**src/rtl/i2s_tx.sv**
```systemverilog
// i2s_tx: Philips I2S master transmitter with a one-entry sample buffer and clock divider.
// Define I2S_TX_RIGHT_DUP_EN to repeat each sample in the right slot; otherwise the right slot is zero.
`default_nettype none

module i2s_tx #(
   parameter int CLK_DIV  = 4,
   parameter int SLOT_W   = 32,
   parameter int SAMPLE_W = 18
) (
   input  logic                clk,
   input  logic                rst_n,
   input  logic [SAMPLE_W-1:0] sample_data,
   input  logic                sample_valid,
   output logic                sample_ready,
   output logic                underrun,
   output logic                BCLK,
   output logic                LRCLK,
   output logic                DOUT
);

   localparam int D_W = (CLK_DIV > 1) ? $clog2(CLK_DIV) : 1;
   localparam int K_W = $clog2(2 * SLOT_W);

   localparam logic [D_W-1:0] DIV_LAST = D_W'(CLK_DIV - 1);
   localparam logic [K_W-1:0] K_LAST   = K_W'(2 * SLOT_W - 1);
   localparam logic [K_W-1:0] K_SLOT   = K_W'(SLOT_W);
   localparam logic [K_W-1:0] J_SAMP   = K_W'(SAMPLE_W);

   logic [D_W-1:0]      div_cnt;
   logic [K_W-1:0]      k;
   logic [K_W-1:0]      k_next;
   logic [K_W-1:0]      k_next2;
   logic [K_W-1:0]      slot_j;
   logic [SAMPLE_W-1:0] shreg;
   logic [SAMPLE_W-1:0] buf_data;
   logic [SAMPLE_W-1:0] load_word;
   logic [SAMPLE_W-1:0] right_word;
   logic                buf_empty;
   logic                fall_evt;
   logic                wrap;
   logic                xfer;

   always_comb begin
      fall_evt  = (div_cnt == DIV_LAST) && BCLK;
      k_next    = (k == K_LAST) ? '0 : k + K_W'(1);
      k_next2   = (k_next == K_LAST) ? '0 : k_next + K_W'(1);
      slot_j    = (k_next < K_SLOT) ? k_next : k_next - K_SLOT;
      wrap      = fall_evt && (k_next == '0);
      load_word = buf_empty ? '0 : buf_data;
      xfer      = sample_valid && buf_empty;
   end

   assign sample_ready = buf_empty;

   always_ff @(posedge clk or negedge rst_n) begin
      if (!rst_n) begin
         div_cnt <= '0;
         BCLK    <= 1'b0;
      end else if (div_cnt == DIV_LAST) begin
         div_cnt <= '0;
         BCLK    <= ~BCLK;
      end else begin
         div_cnt <= div_cnt + D_W'(1);
      end
   end

   // A write coinciding with a frame load sees the pre-edge (empty) state, so the load underruns.
   always_ff @(posedge clk or negedge rst_n) begin
      if (!rst_n) begin
         buf_empty <= 1'b1;
         buf_data  <= '0;
         underrun  <= 1'b0;
      end else begin
         underrun <= wrap && buf_empty;
         if (xfer) begin
            buf_empty <= 1'b0;
            buf_data  <= sample_data;
         end else if (wrap) begin
            buf_empty <= 1'b1;
         end
      end
   end

`ifdef I2S_TX_RIGHT_DUP_EN
   always_ff @(posedge clk or negedge rst_n) begin
      if (!rst_n) begin
         right_word <= '0;
      end else if (wrap) begin
         right_word <= load_word;
      end
   end
`else
   assign right_word = '0;
`endif

   // LRCLK looks one bit ahead so it changes one BCLK before the slot's MSB.
   always_ff @(posedge clk or negedge rst_n) begin
      if (!rst_n) begin
         k     <= K_LAST;
         LRCLK <= 1'b0;
         DOUT  <= 1'b0;
         shreg <= '0;
      end else if (fall_evt) begin
         k     <= k_next;
         LRCLK <= (k_next2 >= K_SLOT);
         if (k_next == '0) begin
            DOUT  <= load_word[SAMPLE_W-1];
            shreg <= load_word << 1;
         end else if (k_next == K_SLOT) begin
            DOUT  <= right_word[SAMPLE_W-1];
            shreg <= right_word << 1;
         end else if (slot_j < J_SAMP) begin
            DOUT  <= shreg[SAMPLE_W-1];
            shreg <= shreg << 1;
         end else begin
            DOUT  <= 1'b0;
         end
      end
   end

endmodule

`default_nettype wire

```
**config.mk**
```make
export PLATFORM = sky130hd
export DESIGN_NAME = i2s_tx
export DESIGN_NICKNAME = d
export VERILOG_FILES = /design/src/rtl/i2s_tx.sv
export SDC_FILE = /design/constraint.sdc
export NUM_CORES = 1
export LEC_CHECK = 0
export CAP_MARGIN = 20
export CORE_MARGIN = 8
export CORE_UTILIZATION = 39
export CTS_CLUSTER_DIAMETER = 60
export DETAILED_ROUTE_END_ITERATION = 10
export GPL_ROUTABILITY_DRIVEN = 0
export GPL_TIMING_DRIVEN = 0
export SLEW_MARGIN = 10
export SYNTH_ARGS = -nofsm -noshare
export SYNTH_HDL_FRONTEND = slang
export SYNTH_SLANG_ARGS = --single-unit
```
**constraint.sdc**
```tcl
create_clock -name clk -period 4.45 [get_ports clk]
set_clock_uncertainty 0.15 [all_clocks]
set_input_delay 1.1125 -clock clk [delete_from_list [all_inputs] [get_ports clk]]
set_output_delay 1.1125 -clock clk [all_outputs]
set_load 0.02 [all_outputs]
```
; ---- After elaboration in Yosys (flattened, before gate mapping)
; Cells that the tools add are included.
; Widths: inputs -> output; s select.
[totals]
input_bits = 21
output_inout_bits = 5
regBits = 49
word_cells = 42
[classes]
n_lt_le_gt_ge = 3
bitwise = 1
muxes = 13
eq_ne = 4
n_reduce_logical = 8
n_addsub = 4
[ops]
columns = cell, n
row1 = $mux 18, 4
row2 = $eq 6x6->1 const B, 3
row3 = $mux 6, 3
row4 = $add 6x1->6 const B, 2
row5 = $ge 6x6->1 const B, 1
row6 = $logic_not 6->1, 1
row7 = $lt 6x5->1 const B, 1
row8 = $lt 6x6->1 const B, 1
row9 = $sub 6x6->6 const B, 1
row10 = $mux 1, 5
row11 = $logic_and 1x1->1, 4
row12 = $reduce_bool 3->1, 1
row13 = $add 2x1->2 const B, 1
row14 = $eq 2x2->1 const B, 1
row15 = $mux 2, 1
row16 = $reduce_and 2->1, 1
row17 = $reduce_bool 2->1, 1
row18 = $not 1->1, 1

; ---- Logic depth before layout (Yosys ltp)
[depth]
ltp_word = 8
mapped_depth = 9

; ---- Worst setup path after synthesis
; No wires, ideal clock.
[synth_path]
path_type = reg-to-reg
start = register k[0]
end = register shreg[10]
synth_period_minus_slack_ns = 2.700
t_arrival_ns = 2.425
path_slack_ns = 1.750
n_path_buf = 3
setup_time_ns = 0.125
t_required_ns = 4.175
path_stages_with_launch = 10
cell_sequence = dfstp_2 buf_2 inv_1 ha_1 or4b_4 a221oi_2 a31o_1 buf_6 buf_12 mux2_4
[synth_between]
elab_chain_cells = 7
[synth_lines]
columns = element, line
row1 = from (decl), 30  ; logic [K_W-1:0] k;
row2 = from (signal assigned), 104  ; k <= k_next;
row3 = $add 6x1->6 or $eq 6x6->1 (tied branches), 45  ; k_next = (k == K_LAST) ? '0 : k + K_W'(1);
row4 = $mux 6 *, 45
row5 = $sub 6x6->6 or $lt 6x6->1 (tied branches), 47  ; slot_j = (k_next < K_SLOT) ? k_next : k_next - K_SLOT;
row6 = $mux 6, 47
row7 = $lt 6x5->1, 112  ; end else if (slot_j < J_SAMP) begin
row8 = $reduce_bool 3->1 (no source line), n/a
row9 = $reduce_and 2->1 (no source line), n/a
row10 = to (signal assigned), 108  ; shreg <= load_word << 1;
row11 = to (signal assigned), 111  ; shreg <= right_word << 1;
row12 = to (signal assigned), 114  ; shreg <= shreg << 1;
row13 = to (decl), 34  ; logic [SAMPLE_W-1:0] shreg;
; Every way passes the cells marked *; elsewhere a longest branch is shown, timed or not.
; A chain may end at the register's enable or synchronous reset.

; ---- Final worst setup path
; Ends and elaborated chain as after synthesis.

==> flow_summary.toml <==
[grt]
grt_overflow = 0
grt_max_degree = 29
antenna_found_initial = 0
grt_pass1_wl_um = 7600
grt_usage_pct = 10.5
grt_pass1_vias = 1661

[run_status]
status = "complete, no violations"

[timing]
tightest_slew_ns = 0.662
relSlewSlack_pct = 55.8
setup_violations = 0
finalCriticalPeriod_ns = 2.90
rsz0062_at_grt = "no"
hold_violations = 0
slew_viol_final = 0
tns_ns = 0
post-route-period-util_pct = 65.2
max_freq_mhz = 345

[yosys]
synth_ff_type = "dfrtp_1"
syn_avg_cell_area_um2 = 13.2
async_reset_ff_share_pct = 100
synth_edf_count = 0
yosysTopAreaCellShare_pct = 43.5
synth_cell_types = 44
synth_warnings = 0
ys_seq_area_share_pct = 51.3
synth-seq-cells = 48
synth_top_cell_by_area = "dfrtp_1"
synth_nets = 203
synthCells = 179
syn-cell-area_um2 = 2360
synthTopCellsByArea = "dfrtp_1, mux2_2, dfstp_2"

[worst_setup_path]
critPathSlowestCell = "dfstp_2"
crit_buf_inv = 4
startpoint = "k[0]"
cp_max_fo = 10
cp_num_cells = 9
r2r-end = "shreg[10]"
start_kind = "register"
worstSetupEndpointType = "register"
cp_cell_sequence = "buf_2, inv_1, ha_1, or4b_4, a221oi_2, a31o_1, buf_6, buf_12, mux2_4"
r2r_cells = 9
reg2reg_setup_slack_ns = 1.55
cp.required_ns = 4.49
criticalPathCategory = "reg2reg"
critPathTopFamily = "buffers and inverters"
max_stage_delay_ns = 0.55
reg2reg_from = "k[0]"
crit_arrival_ns = 2.94

[cts]
hold_buffers = 0
cts_made_buffers = 5
postCtsSetupRepairBufs = 0
cts.path.max_buffers = 2
h-tree-depth = 2
ctsRootBufferMaster = "clkbuf_8"
cts_resized = 0
clock_latency_ns = 0.29
cts_tree = "done"
clkTransAtPathRegs_ns = 0.09
cts_sinks = 48

[floorplanning]
die_h_um = 93.8
boundaryPins = 26
coreArea_um2 = 5890
start_util_pct = 40.1
fp.dieW_um = 93.8
dieArea_um2 = 8790
num_rows = 28

[placement]
portBuffers = 25
dpl.hpwl_um = 3040
dpl.cell_count = 280

[cells_and_area]
final_common_cell = "dfrtp_1"
layout.nets = 236
drive_above_1_share_pct = 30.5
fin_cells = 288
num_antenna_cells = 0
area_growth_pct = 20.1
layout_common_cells = "dfrtp_1, mux2_2, clkdlybuf4s50_1"

[power]
power_leakage_nw = 1.24
irDropWorstVdd_mv = 0.204
pwr_density_cell_nw_per_um2 = 288

[min_path]
holdCritPathClass = "reg2reg"
hold_depth = 1
hp-start = "div_cnt[0]"
whs_endpoint = "div_cnt[0]"

[drt]
avgViaCountPerCell = 5.16
routed_wl_um = 4230
ant_nets = 0
drt_iter0_drc = 45
route.detailed.drc = 0
first_pass_iters = 4
wl_per_cell_um = 14.7
num_vias = 1486

[flow_run]
max_cap_viol_count = 0
==> worst max-delay path by stage <==
stage                    to
3_3_place_gp          LRCLK
4_1_cts           shreg[10]
6_report          shreg[10]
5_1_grt           shreg[10]
2_1_floorplan     shreg[10]
3_5_place_dp   buf_data[10]
==> metrics by stage <==
step	hold WS, ns	util, %	worst slack [ns]	instance area [um2]	power, mW
final	0.291	48.1	1.55	2830	0.815
after global routing	0.339	48.1	1.42	2830	0.850
after CTS	0.295	48.1	1.55	2830	0.828
after detailed placement	0.282	46.3	1.33	2730	0.521
after global placement	0.265	45.9	0.721	2700	0.516
after floorplan	0.253	-	1.75	2360	0.486
==> metal layers <==
metal / global-route usage [%] / routed length, um / vias to the layer above
met5: 0 / 0 / -
met4: 3.17 / 38 / 0
met3: 2.88 / 177 / 4
met2: 16.9 / 1930 / 27
met1: 13.4 / 2080 / 730
li1: - / - / 725
==> report_power, final <==
part | switching, mW | internal, mW
combinational | 0.0152 | 0.0304
sequential | 0.00967 | 0.455
clock | 0.138 | 0.167
total | 0.163 | 0.652
==> synth_stat cells (all sizes together), types with 2 or more instances <==
library cell / count
a21boi: 2
a21o: 2
a21oi: 3
a22o: 16
a311o: 2
and2: 5
and3: 2
buf: 8
clkbuf: 5
dfrtp: 41
dfstp: 7
ha: 3
inv: 3
mux2: 34
mux2i: 2
nand2: 12
nand3: 3
nand3b: 2
nor2: 4
o21ai: 4
o31ai: 2
xnor2: 2
==> kinds of logic (layout without fill, tap and decap cells) <==
group           after synthesis  after routing  synth area share [%]
fa+ha+maj                     3              3                  1.59
buf+inv                      16             50                  5.62
compound gates               40             40                  14.4
mux                          36             36                  18.4
flops                        48             48                  51.3
simple gates                 33             33                  7.64
xor+xnor                      3              3                  1.11
==> sequential cells by signal, summed over array words and instances (netlist names) <==
register and cells:
DOUT 1, shreg 17, div_cnt 2, LRCLK 1, sample_ready 1, k 6
underrun 1, BCLK 1, buf_data 18
==> area by class of cell <==
class                      instances  area [um2]
multi-input combinational        115        1020
inverter                           3        11.3
buffer                            13         121
timing repair buffer              26         273
tap                               75        93.8
clock inverter                     2        35.0
sequential                        48        1210
clock buffer                       6        72.6
fill                             559        3050
(Power assumes the default switching activity.)
